<file path="src/rtl/tone_sequencer_pkg.sv">
// Shared types and note-frequency constants for the tone sequencer.
package tone_pkg;

  typedef enum logic [1:0] {
    IDLE,
    PLAY,
    GAP,
    DONE
  } state_e;

  typedef struct packed {
    logic [31:0] freq;
    logic [15:0] dur;
  } note_t;

  localparam logic [31:0] C4 = 32'd262;
  localparam logic [31:0] D4 = 32'd294;
  localparam logic [31:0] E4 = 32'd330;
  localparam logic [31:0] F4 = 32'd349;
  localparam logic [31:0] G4 = 32'd392;
  localparam logic [31:0] A4 = 32'd440;
  localparam logic [31:0] B4 = 32'd494;
  localparam logic [31:0] C5 = 32'd523;

endpackage

</file>
<file path="src/rtl/tone_sequencer_tick_gen.sv">
// Duration-tick prescaler: one-cycle tick every DIV cycles, counting from the last clr.
module tick_gen #(
  parameter int DIV = 10
) (
  input  logic clk,
  input  logic reset,
  input  logic clr,
  output logic tick
);

  localparam int W = (DIV > 1) ? $clog2(DIV) : 1;

  logic [W-1:0] cnt_q, cnt_d;

  assign tick = (cnt_q == W'(DIV - 1));

  always_comb begin
    cnt_d = cnt_q + 1'b1;
    if (clr || tick) cnt_d = '0;
  end

  always_ff @(posedge clk) begin
    if (reset) cnt_q <= '0;
    else       cnt_q <= cnt_d;
  end

endmodule

</file>
<file path="src/rtl/tone_sequencer.sv">
// Plays a register-held note table as freq/onOff for a downstream tone generator,
// with silent gaps between notes, optional looping and start/stop control.
module tone_sequencer
  import tone_pkg::*;
#(
  parameter int FCLK      = 50_000_000,
  parameter int TICK_HZ   = 1000,
  parameter int NOTES     = 16,
  parameter int GAP_TICKS = 10
) (
  input  logic                     clk,
  input  logic                     reset,
  input  logic                     start,
  input  logic                     stop,
  input  logic                     loop_en,
  input  logic                     wr_en,
  input  logic [$clog2(NOTES)-1:0] wr_addr,
  input  logic [31:0]              wr_freq,
  input  logic [15:0]              wr_dur,
  output logic [31:0]              freq,
  output logic                     onOff,
  output logic                     busy,
  output logic                     done,
  output logic [$clog2(NOTES)-1:0] note_idx
);

  localparam int TICK_DIV = FCLK / TICK_HZ;
  localparam int AW       = $clog2(NOTES);

  note_t         table_q [NOTES];
  state_e        state_q, state_d;
  logic [AW-1:0] idx_q, idx_d;
  logic [31:0]   freq_q, freq_d;
  logic          onOff_q, onOff_d;
  logic [15:0]   dur_q, dur_d;

  logic          tick, restart, advance, doLoad, endOfSeq;
  logic [AW-1:0] nextIdx, loadIdx;
  note_t         loadNote;

  tick_gen #(.DIV(TICK_DIV)) u_tick (
    .clk   (clk),
    .reset (reset),
    .clr   (restart),
    .tick  (tick)
  );

  assign nextIdx  = idx_q + 1'b1;
  assign endOfSeq = (idx_q == AW'(NOTES - 1)) || (table_q[nextIdx].dur == 16'd0);

  // dur_q counts remaining ticks of the current PLAY or GAP; leaving on the
  // tick where it reads 1 makes each phase exactly N*TICK_DIV cycles long.
  always_comb begin
    state_d  = state_q;
    idx_d    = idx_q;
    freq_d   = freq_q;
    onOff_d  = onOff_q;
    dur_d    = dur_q;
    restart  = 1'b0;
    advance  = 1'b0;
    doLoad   = 1'b0;
    loadIdx  = idx_q;
    loadNote = '0;

    if (state_q != IDLE && stop) begin
      state_d = IDLE;
      onOff_d = 1'b0;
    end else begin
      case (state_q)
        IDLE: begin
          if (start && !stop) begin
            doLoad  = 1'b1;
            loadIdx = '0;
          end
        end
        PLAY: begin
          if (tick) begin
            if (dur_q == 16'd1) begin
              if (GAP_TICKS != 0) begin
                state_d = GAP;
                onOff_d = 1'b0;
                dur_d   = 16'(GAP_TICKS);
                restart = 1'b1;
              end else begin
                advance = 1'b1;
              end
            end else begin
              dur_d = dur_q - 16'd1;
            end
          end
        end
        GAP: begin
          if (tick) begin
            if (dur_q == 16'd1) advance = 1'b1;
            else                dur_d   = dur_q - 16'd1;
          end
        end
        DONE:    state_d = IDLE;
        default: state_d = IDLE;
      endcase

      if (advance) begin
        if (!endOfSeq) begin
          doLoad  = 1'b1;
          loadIdx = nextIdx;
        end else if (loop_en) begin
          doLoad  = 1'b1;
          loadIdx = '0;
        end else begin
          state_d = DONE;
          onOff_d = 1'b0;
        end
      end

      // A zero-duration entry reached by a load ends the sequence silently.
      if (doLoad) begin
        loadNote = table_q[loadIdx];
        idx_d    = loadIdx;
        if (loadNote.dur == 16'd0) begin
          state_d = DONE;
          onOff_d = 1'b0;
        end else begin
          state_d = PLAY;
          freq_d  = loadNote.freq;
          onOff_d = (loadNote.freq != 32'd0);
          dur_d   = loadNote.dur;
          restart = 1'b1;
        end
      end
    end
  end

  always_ff @(posedge clk) begin
    if (reset) begin
      state_q <= IDLE;
      idx_q   <= '0;
      freq_q  <= '0;
      onOff_q <= 1'b0;
      dur_q   <= '0;
      for (int i = 0; i < NOTES; i++) table_q[i] <= '0;
    end else begin
      state_q <= state_d;
      idx_q   <= idx_d;
      freq_q  <= freq_d;
      onOff_q <= onOff_d;
      dur_q   <= dur_d;
      if (wr_en) table_q[wr_addr] <= '{freq: wr_freq, dur: wr_dur};
    end
  end

  assign freq     = freq_q;
  assign onOff    = onOff_q;
  assign busy     = (state_q != IDLE);
  assign done     = (state_q == DONE);
  assign note_idx = idx_q;

endmodule

</file>
<file path="config.mk">
export PLATFORM = sky130hd
export DESIGN_NAME = tone_sequencer
export DESIGN_NICKNAME = d
export VERILOG_FILES = /design/src/rtl/tone_sequencer_pkg.sv /design/src/rtl/tone_sequencer_tick_gen.sv /design/src/rtl/tone_sequencer.sv
export SDC_FILE = /design/constraint.sdc
export NUM_CORES = 2
export LEC_CHECK = 0
export BUFFER_PORTS_ARGS = -buffer_cell sky130_fd_sc_hd__buf_4
export CAP_MARGIN = 20
export CORE_MARGIN = 1.5
export CORE_UTILIZATION = 40
export DETAILED_ROUTE_END_ITERATION = 12
export HOLD_SLACK_MARGIN = 0.05
export PLACE_DENSITY = 0.64
export RECOVER_POWER = 50
export SLEW_MARGIN = 20
export SYNTH_ARGS = -nofsm -noshare
export SYNTH_HDL_FRONTEND = slang
export SYNTH_SLANG_ARGS = --single-unit
</file>
<file path="constraint.sdc">
create_clock -name clk -period 5.8 [get_ports clk]
set_input_delay 0.58 -clock clk [delete_from_list [all_inputs] [get_ports clk]]
set_output_delay 0.58 -clock clk [all_outputs]
set_load 0.005 [all_outputs]
</file>
==> reports/qor_table.md <==
| Item | This run | Unit |
|---|---|---|
| Status | complete, but fails checks | - |
| Failing checks | capacitance limit, slew limit | - |
| Area enclosed by the die boundary | 103700 | sq um |
| Count of unresolved DRC violations after routing | 0 | - |
| TritonCTS clock tree | done | - |
| Number of nets at the end of the flow | 3720 | - |
| GR met1 Demand/Resource | 0.3380 | - |
| Vias post-DR | 29130 | - |
| Root Buffer | clkbuf_16 | - |
| Post-Syn Instances | 3618 | - |
| Clock latency on the worst-skew pair | 670 | ps |
| Peak-usage layer in the global routing report | met2 | - |
| Final GP Congestion | 0.9412 | - |
| Core utilization of the finished layout | 0.4627 | - |
| Antenna Nets Post-Route | 0 | - |
| Count of final max-slew check failures | 871 | - |
| Overall power consumption | 14080 | uW |
| Total leakage power | 0.01653 | uW |
| Synth async-reset ratio | 0 | - |
| Required time of the critical path | 6340 | ps |
| Post-route fraction of the period consumed by the critical path | 0.9736 | - |
| Synthesis-to-finish area growth | 14.11 | % |
| WL per Instance | 24.95 | um |
| Post-detailed-route via-to-cell ratio | 5.735 | - |
| Overall Global Routing Usage | 0.2410 | - |
| Met2 routing resource usage after global routing | 0.3852 | - |
| Fraction of final layout cells sized beyond drive strength 1 | 0.1210 | - |
| Routing usage on met3 | 0.03735 | - |
| Number of synthesized flops with an enable pin | 768 | - |
| Sequential area share after synthesis | 0.6011 | - |
| Most frequently used flop master after synthesis | edfxtp_1 | - |
| Worst setup SP type | flip-flop | - |
| Worst Path Class, Setup | reg -> reg | - |
| Post-layout minimum cycle time | 5647 | ps |
| Worst min-delay path category | in -> reg | - |
| Data arrival time of the critical path | 6190 | ps |
| Post-synth cell types | 81 | - |
| Worst supply voltage drop on vdd | 0.2289 | mV |
| Number of setup violations in the final report | 0 | - |
| Maximum capacitance violations | 20 | - |
| F_max | 0.1771 | GHz |
| Cell Rows | 116 | - |
| Total clock sinks | 839 | - |
| Clock-pin slew on the worst setup and hold paths | 60 | ps |
| Overall overflow remaining after global route | 0 | - |
| IO Port Bufs | 96 | - |
| Depth of the worst register-to-register path | 17 | - |
| Core region area | 100400 | sq um |
| First-pass GRT wire length | 185700 | um |
| Sum of net half-perimeters after detailed placement | 69720 | um |
| CTS buffer count | 87 | - |
| Deepest clock path buffer count | 3 | - |
| Number of buffers inserted for hold repair after clock tree synthesis | 0 | - |
| X dimension of the die | 322.1 | um |
| Mean instance size in the synthesized netlist | 11.26 | sq um |
| Routed wire length | 126700 | um |
| Clock H-tree levels | 3 | - |
| Sort of element at the end of the critical path | flip-flop | - |
| First-pass iteration count of the detailed router | 6 | - |
| Clk_skew | 19.92 | ps |
| Max Fanout on Critical Path | 32 | - |
| Total of warnings raised by yosys | 0 | - |
| Tightest slew margin relative to the limit | -1.741 | - |
| Cell area after technology mapping | 40730 | sq um |
| Power Density | 303.0 | nW/um^2 |
| Die height | 322.1 | um |
| Worst slew pin tran | 4112 | ps |
| Synthesis-stage register bit count | 839 | - |
| I/O Pins | 97 | - |
| Number of antenna violations at the first check in global routing | 13 | - |
| Pin count of the biggest net entering global routing | 88 | - |
| First DRT Iteration DRCs | 3428 | - |
| Count of cells along the worst hold path | 2 | - |
| Via count of the first global-routing pass | 28060 | - |
| Number of failing hold endpoints at the final stage | 0 | - |
| Mapped Nets | 3685 | - |
| Initial cell density of the core | 0.4055 | - |
==> through the flow <==
step / std cells / setup WS (ps) / instance area [sq um] / hold slack (ps) / setup TNS, ps
after global routing: 5078 / -8.365 / 46470 / 241.2 / -13.36
after detailed placement: 4910 / -189.6 / 43500 / 443.8 / -189.6
after CTS: 5067 / 5.143 / 46380 / 201.4 / 0
after global placement: 4909 / -79.29 / 43490 / 431.8 / -80.20
after floorplan: 3618 / 687.0 / 40730 / 413.2 / 0
final: 5079 / 153.2 / 46480 / 224.8 / 0
==> state kept, by name, summed over array words and instances, names as in the netlist <==
name and cells:
note_idx 4, u_tick.cnt_q 16, dur_q 16, freq 32, table_q 768, state_q 2, onOff 1
==> placed cells by master (no fill, tap or decap), types with 13 or more instances in the layout <==
master / n
edfxtp_1: 768
nand2_1: 486
and2_1: 429
and2_0: 346
buf_4: 176
a211oi_1: 139
mux2i_1: 116
nand3_1: 100
and3_1: 96
clkbuf_16: 90
nor2_1: 87
a21oi_1: 80
dfxtp_1: 71
o21ai_0: 69
a31oi_1: 62
nor4_1: 45
o211ai_1: 45
clkbuf_1: 41
clkbuf_4: 32
nor3_1: 29
buf_12: 26
a311oi_1: 22
inv_1: 21
or2_2: 21
a22oi_1: 19
clkinv_1: 18
a22o_1: 17
or4_1: 15
o221ai_1: 15
or2_4: 14
nand4_1: 14
nor2_4: 13
==> cells in the mapped netlist (6+ instances only) <==
library cell | number | share of area
nor2_1 | 99 | 0.0091
a21oi_1 | 80 | 0.0098
a21boi_0 | 10 | 0.0018
nor3_1 | 30 | 0.0037
edfxtp_1 | 768 | 0.57
a31oi_1 | 62 | 0.0095
xnor2_1 | 8 | 0.0017
or4_1 | 17 | 0.0031
or2_2 | 37 | 0.0057
a311oi_1 | 22 | 0.0047
a21o_1 | 6 | 0.0011
mux2_1 | 7 | 0.0019
and2_1 | 776 | 0.12
o21ai_0 | 69 | 0.0085
o211ai_1 | 45 | 0.0083
or3_1 | 6 | 0.00092
nand3_1 | 100 | 0.012
mux2i_1 | 117 | 0.029
mux2_2 | 6 | 0.0017
a22o_1 | 17 | 0.0037
buf_2 | 81 | 0.010
and3_1 | 96 | 0.015
o221ai_1 | 16 | 0.0034
a211oi_1 | 139 | 0.026
a22oi_1 | 19 | 0.0035
dfxtp_1 | 71 | 0.035
ha_1 | 9 | 0.0028
buf_4 | 17 | 0.0031
nor4_1 | 49 | 0.0075
nand4_1 | 14 | 0.0022
clkbuf_1 | 207 | 0.019
nand2_1 | 486 | 0.045
inv_1 | 21 | 0.0019
xor2_1 | 10 | 0.0022
buf_1 | 8 | 0.00074
==> area by class of cell <==
type	count	area (sq um)
diodes	2	5.005
clock buffers	110	2315
clock inverters	46	553.0
fillers	9158	53960
inverters	22	82.58
multi-input cells	2441	15060
flip-flops and latches	839	24480
well taps	1357	1698
repair buffers	262	2276
==> logic make-up after synthesis <==
kind of cell	after synthesis	synth area share
compound gates	534	0.09109
xor+xnor	18	0.003871
fa+ha+maj	9	0.002765
buf+inv	339	0.03604
flops	839	0.6011
mux	134	0.03456
simple gates	1745	0.2305
==> routing by layer <==
layer | wire [um] | up-vias
li1 | - | 13070
met5 | 27 | -
met1 | 53210 | 14440
met2 | 58540 | 1413
met4 | 3489 | 4
met3 | 11430 | 207
==> worst max-delay path, cell delays in order (launching register included) <==
cell	delay (ps)
dfxtp_1	340
or4b_1	510
or4_1	530
or4_1	470
buf_12	170
or4_4	600
nand2_8	210
buf_12	210
mux2i_1	250
o211ai_1	280
a211o_1	400
nor4_1	310
nand4_1	260
o21ai_4	250
buf_4	170
buf_12	190
or2_2	240
a21oi_1	80
==> power breakdown <==
part           internal [uW]  leakage, uW  switching (uW)
Clock                   3330      0.00140            2440
Sequential              6960      0.00790             159
Combinational            424      0.00722             769
==> repair_timing <==
item / in CTS / in global routing
cloned: 0 / 3
resized for setup: 0 / 15
buffers inserted: 1 / 6
pin swaps: 1 / 8
setup endpoints to repair: 3 / 66
==> worst paths after layout <==
kind                    from               to  slack (ps)
min                    reset          freq[8]         220
max reg2reg  u_tick.cnt_q[7]         freq[14]         150
max          u_tick.cnt_q[7]         freq[14]         150
min reg2reg  u_tick.cnt_q[0]  u_tick.cnt_q[0]         450
Power figures use the tool's default switching activity.
